$ cat src/rtl/pci_pkg.sv
// pci_pkg: shared definitions for the PCI master controller.
//   pci_state_t   - master sequencer states
//   MEM_READ/MEM_WRITE - memory command codes (cmd[0] selects write)
//   DEVSEL_TIMEOUT_DEF / MAX_PHASES_DEF - default parameter values
//   clampCount    - maps a requested phase count onto 1..maxPhases
package pci_pkg;

  typedef enum logic [2:0] {
    IDLE = 3'd0,
    REQ  = 3'd1,
    ADDR = 3'd2,
    DATA = 3'd3,
    TURN = 3'd4
  } pci_state_t;

  localparam logic [3:0] MEM_READ  = 4'b0110;
  localparam logic [3:0] MEM_WRITE = 4'b0111;

  localparam int DEVSEL_TIMEOUT_DEF = 5;
  localparam int MAX_PHASES_DEF     = 7;

  // Zero phases makes no sense on the bus, so it runs as a single phase;
  // anything above the configured maximum is clipped to that maximum.
  function automatic logic [2:0] clampCount(input logic [2:0] dc, input int maxPhases);
    logic [2:0] r;
    if (dc == 3'd0) begin
      r = 3'd1;
    end else if (int'(dc) > maxPhases) begin
      r = 3'(maxPhases);
    end else begin
      r = dc;
    end
    return r;
  endfunction

endpackage

$ cat src/rtl/pci_master_ctrl_if.sv
// pci_master_ctrl_if: PCI bus signals between the master controller and a target.
//   master modport: drives req/frame/irdy/cbe/ad_out/ad_oe, samples gnt/devSelect/trdy/ad_in
//   slave modport : the mirror image, used by a target model
// All control lines are active-low. Handshake: a data phase transfers on
// exactly those clocks where irdy=0, trdy=0 and devSelect=0 together; the
// master holds irdy low for the whole data window, the target inserts wait
// states by holding trdy high, and trdy low without devSelect low is ignored.
interface pci_master_ctrl_if;
  import pci_pkg::*;

  logic        gnt;
  logic        devSelect;
  logic        trdy;
  logic [31:0] ad_in;
  logic        req;
  logic        frame;
  logic        irdy;
  logic [3:0]  cbe;
  logic [31:0] ad_out;
  logic        ad_oe;

  modport master (
    input  gnt, devSelect, trdy, ad_in,
    output req, frame, irdy, cbe, ad_out, ad_oe
  );

  modport slave (
    output gnt, devSelect, trdy, ad_in,
    input  req, frame, irdy, cbe, ad_out, ad_oe
  );

endinterface

$ cat src/rtl/pci_devsel_timer.sv
// pci_devsel_timer: counts data-phase clocks with devSelect high.
//   clk, rst  - clock, synchronous active-high reset
//   start     - clears the timer (asserted during the address phase)
//   devSelect - active-low target claim
//   enable    - high while the master is in its data window
//   expired   - high once TIMEOUT unclaimed clocks have elapsed
// A single low devSelect freezes the timer for the rest of the transaction.
module pci_devsel_timer
  import pci_pkg::*;
#(
  parameter int TIMEOUT = DEVSEL_TIMEOUT_DEF
) (
  input  logic clk,
  input  logic rst,
  input  logic start,
  input  logic devSelect,
  input  logic enable,
  output logic expired
);

  localparam int CW = $clog2(TIMEOUT + 1);

  logic [CW-1:0] count;
  logic          stopped;

  always_ff @(posedge clk) begin
    if (rst || start) begin
      count   <= '0;
      stopped <= 1'b0;
    end else if (enable && !stopped && !expired) begin
      if (!devSelect) begin
        stopped <= 1'b1;
      end else begin
        count <= count + CW'(1);
      end
    end
  end

  assign expired = !stopped && (count == CW'(TIMEOUT));

endmodule

$ cat src/rtl/pci_master_ctrl.sv
// pci_master_ctrl: single-initiator PCI master sequencer.
//   clk, rst      - clock, synchronous active-high reset
//   req_start     - one-cycle request pulse (ignored while busy)
//   cmd/addr/data_count - transaction descriptor, captured with req_start
//   wr_data       - write word for the current data phase
//   bus           - PCI bus (master modport)
//   rd_data/rd_valid - read word, valid on the completing clock
//   wr_data_req   - current write word consumed on this clock
//   busy/done/master_abort - status; done and master_abort are pulses
//   dbgState      - current sequencer state
module pci_master_ctrl
  import pci_pkg::*;
#(
  parameter int DEVSEL_TIMEOUT = DEVSEL_TIMEOUT_DEF,
  parameter int MAX_PHASES     = MAX_PHASES_DEF
) (
  input  logic                     clk,
  input  logic                     rst,
  input  logic                     req_start,
  input  logic [3:0]               cmd,
  input  logic [31:0]              addr,
  input  logic [2:0]               data_count,
  input  logic [31:0]              wr_data,
  pci_master_ctrl_if.master        bus,
  output logic [31:0]              rd_data,
  output logic                     rd_valid,
  output logic                     wr_data_req,
  output logic                     busy,
  output logic                     done,
  output logic                     master_abort,
  output pci_state_t               dbgState
);

  pci_state_t  state;
  pci_state_t  nextState;
  logic [3:0]  cmdQ;
  logic [31:0] addrQ;
  logic [2:0]  remaining;

  logic expired;
  logic abort;
  logic phaseDone;
  logic lastPhase;
  logic isWrite;

  pci_devsel_timer #(.TIMEOUT(DEVSEL_TIMEOUT)) u_timer (
    .clk      (clk),
    .rst      (rst),
    .start    (state == ADDR),
    .devSelect(bus.devSelect),
    .enable   (state == DATA),
    .expired  (expired)
  );

  assign isWrite   = cmdQ[0];
  assign lastPhase = (remaining == 3'd1);
  assign abort     = (state == DATA) && expired;
  // irdy is low for every DATA clock, so only the target side gates a phase.
  assign phaseDone = (state == DATA) && !abort && !bus.devSelect && !bus.trdy;

  assign busy     = (state != IDLE);
  assign dbgState = state;

  always_ff @(posedge clk) begin
    if (rst) begin
      state     <= IDLE;
      cmdQ      <= '0;
      addrQ     <= '0;
      remaining <= '0;
    end else begin
      state <= nextState;
      if (state == IDLE && req_start) begin
        cmdQ      <= cmd;
        addrQ     <= addr;
        remaining <= clampCount(data_count, MAX_PHASES);
      end else if (phaseDone) begin
        remaining <= remaining - 3'd1;
      end
    end
  end

  always_comb begin
    nextState    = state;
    bus.req      = 1'b1;
    bus.frame    = 1'b1;
    bus.irdy     = 1'b1;
    bus.cbe      = 4'b0000;
    bus.ad_out   = '0;
    bus.ad_oe    = 1'b0;
    rd_data      = '0;
    rd_valid     = 1'b0;
    wr_data_req  = 1'b0;
    done         = 1'b0;
    master_abort = 1'b0;

    case (state)
      IDLE: begin
        if (req_start) nextState = REQ;
      end
      REQ: begin
        bus.req = 1'b0;
        if (!bus.gnt) nextState = ADDR;
      end
      ADDR: begin
        bus.frame  = 1'b0;
        bus.ad_oe  = 1'b1;
        bus.ad_out = addrQ;
        bus.cbe    = cmdQ;
        nextState  = DATA;
      end
      DATA: begin
        bus.irdy  = 1'b0;
        bus.ad_oe = isWrite;
        if (isWrite) bus.ad_out = wr_data;
        // frame released on the final phase, or for the single abort clock
        bus.frame = lastPhase || abort;
        if (abort) begin
          master_abort = 1'b1;
          nextState    = TURN;
        end else if (phaseDone) begin
          if (isWrite) begin
            wr_data_req = 1'b1;
          end else begin
            rd_valid = 1'b1;
            rd_data  = bus.ad_in;
          end
          if (lastPhase) nextState = TURN;
        end
      end
      TURN: begin
        done      = 1'b1;
        nextState = IDLE;
      end
      default: nextState = IDLE;
    endcase
  end

endmodule

$ cat src/flat_wrapper.sv
// flat-port wrapper written by rule: the top's interface ports become plain ports
module pci_master_ctrl_flat import pci_pkg::*;
#(
  parameter int DEVSEL_TIMEOUT = DEVSEL_TIMEOUT_DEF,
  parameter int MAX_PHASES     = MAX_PHASES_DEF
)
  (clk, rst, req_start, cmd, addr, data_count, wr_data, rd_data, rd_valid, wr_data_req, busy, done, master_abort, dbgState, bus_gnt, bus_devSelect, bus_trdy, bus_ad_in, bus_req, bus_frame, bus_irdy, bus_cbe, bus_ad_out, bus_ad_oe);
  pci_master_ctrl_if bus_i ();
  input  logic clk;
  input  logic rst;
  input  logic req_start;
  input  logic [3:0] cmd;
  input  logic [31:0] addr;
  input  logic [2:0] data_count;
  input  logic [31:0] wr_data;
  output logic [31:0] rd_data;
  output logic rd_valid;
  output logic wr_data_req;
  output logic busy;
  output logic done;
  output logic master_abort;
  output pci_state_t dbgState;
  input wire logic [$bits(bus_i.gnt)-1:0] bus_gnt;
  input wire logic [$bits(bus_i.devSelect)-1:0] bus_devSelect;
  input wire logic [$bits(bus_i.trdy)-1:0] bus_trdy;
  input wire logic [$bits(bus_i.ad_in)-1:0] bus_ad_in;
  output wire logic [$bits(bus_i.req)-1:0] bus_req;
  output wire logic [$bits(bus_i.frame)-1:0] bus_frame;
  output wire logic [$bits(bus_i.irdy)-1:0] bus_irdy;
  output wire logic [$bits(bus_i.cbe)-1:0] bus_cbe;
  output wire logic [$bits(bus_i.ad_out)-1:0] bus_ad_out;
  output wire logic [$bits(bus_i.ad_oe)-1:0] bus_ad_oe;
  assign bus_i.gnt = bus_gnt;
  assign bus_i.devSelect = bus_devSelect;
  assign bus_i.trdy = bus_trdy;
  assign bus_i.ad_in = bus_ad_in;
  assign bus_req = bus_i.req;
  assign bus_frame = bus_i.frame;
  assign bus_irdy = bus_i.irdy;
  assign bus_cbe = bus_i.cbe;
  assign bus_ad_out = bus_i.ad_out;
  assign bus_ad_oe = bus_i.ad_oe;
  pci_master_ctrl #(.DEVSEL_TIMEOUT(DEVSEL_TIMEOUT), .MAX_PHASES(MAX_PHASES)) u_core (.clk(clk), .rst(rst), .req_start(req_start), .cmd(cmd), .addr(addr), .data_count(data_count), .wr_data(wr_data), .bus(bus_i), .rd_data(rd_data), .rd_valid(rd_valid), .wr_data_req(wr_data_req), .busy(busy), .done(done), .master_abort(master_abort), .dbgState(dbgState));
endmodule
$ cat config.mk
export PLATFORM = sky130hd
export DESIGN_NAME = pci_master_ctrl_flat
export DESIGN_NICKNAME = d
export VERILOG_FILES = /design/src/rtl/pci_pkg.sv /design/src/rtl/pci_master_ctrl_if.sv /design/src/rtl/pci_devsel_timer.sv /design/src/rtl/pci_master_ctrl.sv /design/src/flat_wrapper.sv
export SDC_FILE = /design/constraint.sdc
export NUM_CORES = 1
export LEC_CHECK = 0
export ABC_AREA = 1
export CELL_PAD_IN_SITES_DETAIL_PLACEMENT = 2
export CELL_PAD_IN_SITES_GLOBAL_PLACEMENT = 2
export CORE_ASPECT_RATIO = 1.5
export CORE_MARGIN = 4
export CORE_UTILIZATION = 16
export CTS_CLUSTER_SIZE = 24
export DETAILED_ROUTE_END_ITERATION = 10
export HOLD_SLACK_MARGIN = 0.05
export PLACE_DENSITY_LB_ADDON = 0.2
export SLEW_MARGIN = 20
export SYNTH_ARGS = -nofsm -noshare
export SYNTH_HDL_FRONTEND = slang
export SYNTH_SLANG_ARGS = --single-unit
$ cat constraint.sdc
create_clock -name clk -period 1.58 [get_ports clk]
set_input_delay 0.237 -clock clk [delete_from_list [all_inputs] [get_ports clk]]
set_output_delay 0.237 -clock clk [all_outputs]
set_load 0.01 [all_outputs]
==> metrics <==
fin nets=759; synth unique cells=23; Max VDD drop=0.436 mV; Max Clock Freq=0.540 GHz; Layout Skew=0.00395 ns; die area=18,200 um^2; initial antenna violation count=0; routability congestion estimate=0.875; Crit path arrival time=1.61 ns; Die W=111 um; largest net degree at the start of global routing=43; Yosys top cell by area=dfxtp_1; hold crit path type=register to register; CTS buffer count=5; vias per inst=4.31; site row count=56; Routed WL=15,000 um; unrepaired setup endpoints after global routing=true; Post-CTS Hold Fix Bufs=0; final instance area=5780 um^2; die height=163 um; # clock sinks=46; Slew Limit Fails=0; status=finished with violations; Lkg Pwr=2.56 nW; Hold Worst Slack=0.455 ns; grt ovf=0; relative slew slack=0.827; syn_nets=520; critical path class=register to output pin; critical path fanouts, max=7; post-synthesis cell area=2560 um^2; Yosys warnings=0; Ant. Diodes=0; Worst setup EP type=output pin; wire length per cell=17.6 um; post-route ant nets=0; Layout area overhead=125%; #FFs+latches synth=46; CTS tree=yes; Critical Path RT=1.34 ns; Synth Instances=407; number of global-route vias before repair=3,888; final setup margin=-0.270 ns; Initial Utilization=0.163; first-pass iteration count of the detailed router=4; syn avg cell area=6.30 um^2; post-synth top area share=0.359; Seq/Total Area, Yosys=0.359; final worst-path cycle share=1.17; Placed Area=4910 um^2; min cycle time layout=1.85 ns; Residual DRC=0; htree depth=2; Clock Tree Buf Depth=2; type of origin of the critical path=register; initial DRC count=86; worst-skew pair later-pin latency=0.29 ns; total core area=15,700 um^2; worst slew pin tran=0.260 ns; fraction of layout instances using a drive strength above 1=0.393; via count=3,660; PwrDens=862 nW/um^2; GRT Overall Usage=0.149; synth top area cells=dfxtp_1 (36%), o21ai_0 (14%), inv_1 (10%); CTS root buffer=clkbuf_16; Worst-path clk slew=0.07 ns; failing checks=setup timing; MaxCap Viol Count=0; IO Count=189; hpwl dp=9980 um; Hold Vio Cnt, Final=0; final setup fails=74; first-pass GRT wire length=21,400 um; PortBufs=188
cell usage after synthesis, drive strengths merged:
library cell / count
a21oi: 41
buf: 9
clkbuf: 19
dfxtp: 46
ha: 4
inv: 72
nand2: 40
nand3: 40
nand3b: 1
nand4: 2
nor2: 55
nor3: 2
o21ai: 75
xnor2: 1
cell families after synthesis:
kind of cell,Yosys count,share of synthesized area
adder cells (fa/ha/maj),4,0.0195
buffers and inverters,100,0.151
flip-flops,46,0.359
XOR/XNOR,1,0.00342
AO/OA/AOI/OAI,116,0.226
AND/OR/NAND/NOR,140,0.240
registers in the layout, indices dropped and copies added (netlist names):
name and cells:
u_core.u_timer.count 3, u_core.dbgState 3, u_core.addrQ 32, u_core.cmdQ 4, u_core.remaining 3, u_core.u_timer.stopped 1
per-stage QoR:
stage | utilization | TNS [ns] | power [W] | instances | worst slack (ns)
final | 0.368 | -13.29 | 0.00498 | 850 | -0.270
after global routing | 0.368 | -20.68 | 0.00532 | 850 | -0.389
after CTS | 0.342 | -17.28 | 0.00473 | 842 | -0.390
after detailed placement | 0.313 | -25.09 | 0.00327 | 800 | -0.579
after global placement | 0.313 | -22.81 | 0.00321 | 800 | -0.523
after floorplan | - | 0 | 0.00224 | 407 | 0.0252
report_power, final:
group	internal, W	switching, W	leakage (nW)
sequential	0.00136	0.0000691	0.381
combinational	0.00119	0.00128	2.11
clock	0.000629	0.000453	0.0739
cells in the final DEF (no fill, tap or decap), types with 4 or more instances in the layout:
master	count
clkdlybuf4s50_1	108
buf_2	66
inv_1	64
dfxtp_1	42
a21oi_1	40
nand2_1	35
buf_6	33
o21ai_0	31
nand3_2	29
o21ai_1	28
nor2_1	28
buf_4	27
nor2_2	17
o21ai_2	14
buf_12	12
nor2_4	10
clkbuf_16	8
nand3_1	6
nand3_4	5
inv_2	4
routing by layer:
metal | part of all wire | track usage | wire length [um]
met1 | 0.37 | 0.158 | 5560
met2 | 0.55 | 0.300 | 8310
met3 | 0.053 | 0.0304 | 800
met4 | 0.021 | 0.0266 | 311
met5 | 0 | 0 | 0
area by class of cell:
type                       instances  area (um^2)
fill                            1812         9920
timing repair buffer             259         2460
multi-input combinational        262         1710
sequential                        46          928
inverter                          72          282
tap                              203          254
clock buffer                       7          143
clock inverter                     1         5.00
final timing paths:
path                                          from                       to  slack [ns]  cells after the start
worst max-delay path            u_core.dbgState[0]              rd_data[29]       -0.27                      9
worst min-delay path              u_core.addrQ[29]         u_core.addrQ[29]        0.45                      2
worst max register to register  u_core.dbgState[0]  u_core.u_timer.count[0]        0.03                     11
worst min register to register    u_core.addrQ[29]         u_core.addrQ[29]        0.45                      2
repair_timing:
item | CTS | global route
buffers inserted | 34 | 11
pin swaps | 11 | 10
setup endpoints to repair | 84 | 98
gates resized for setup | 434 | 105
cloned | 4 | 5
worst max-delay path: stages, from the launching register on:
cell     delay, ns
dfxtp_2       0.34
nand2_2       0.07
nor2_4        0.12
buf_6         0.13
buf_6         0.09
nand4_4       0.10
inv_4         0.13
nand2_8       0.10
nor2_2        0.11
buf_2         0.14
(Power assumes the default switching activity.)
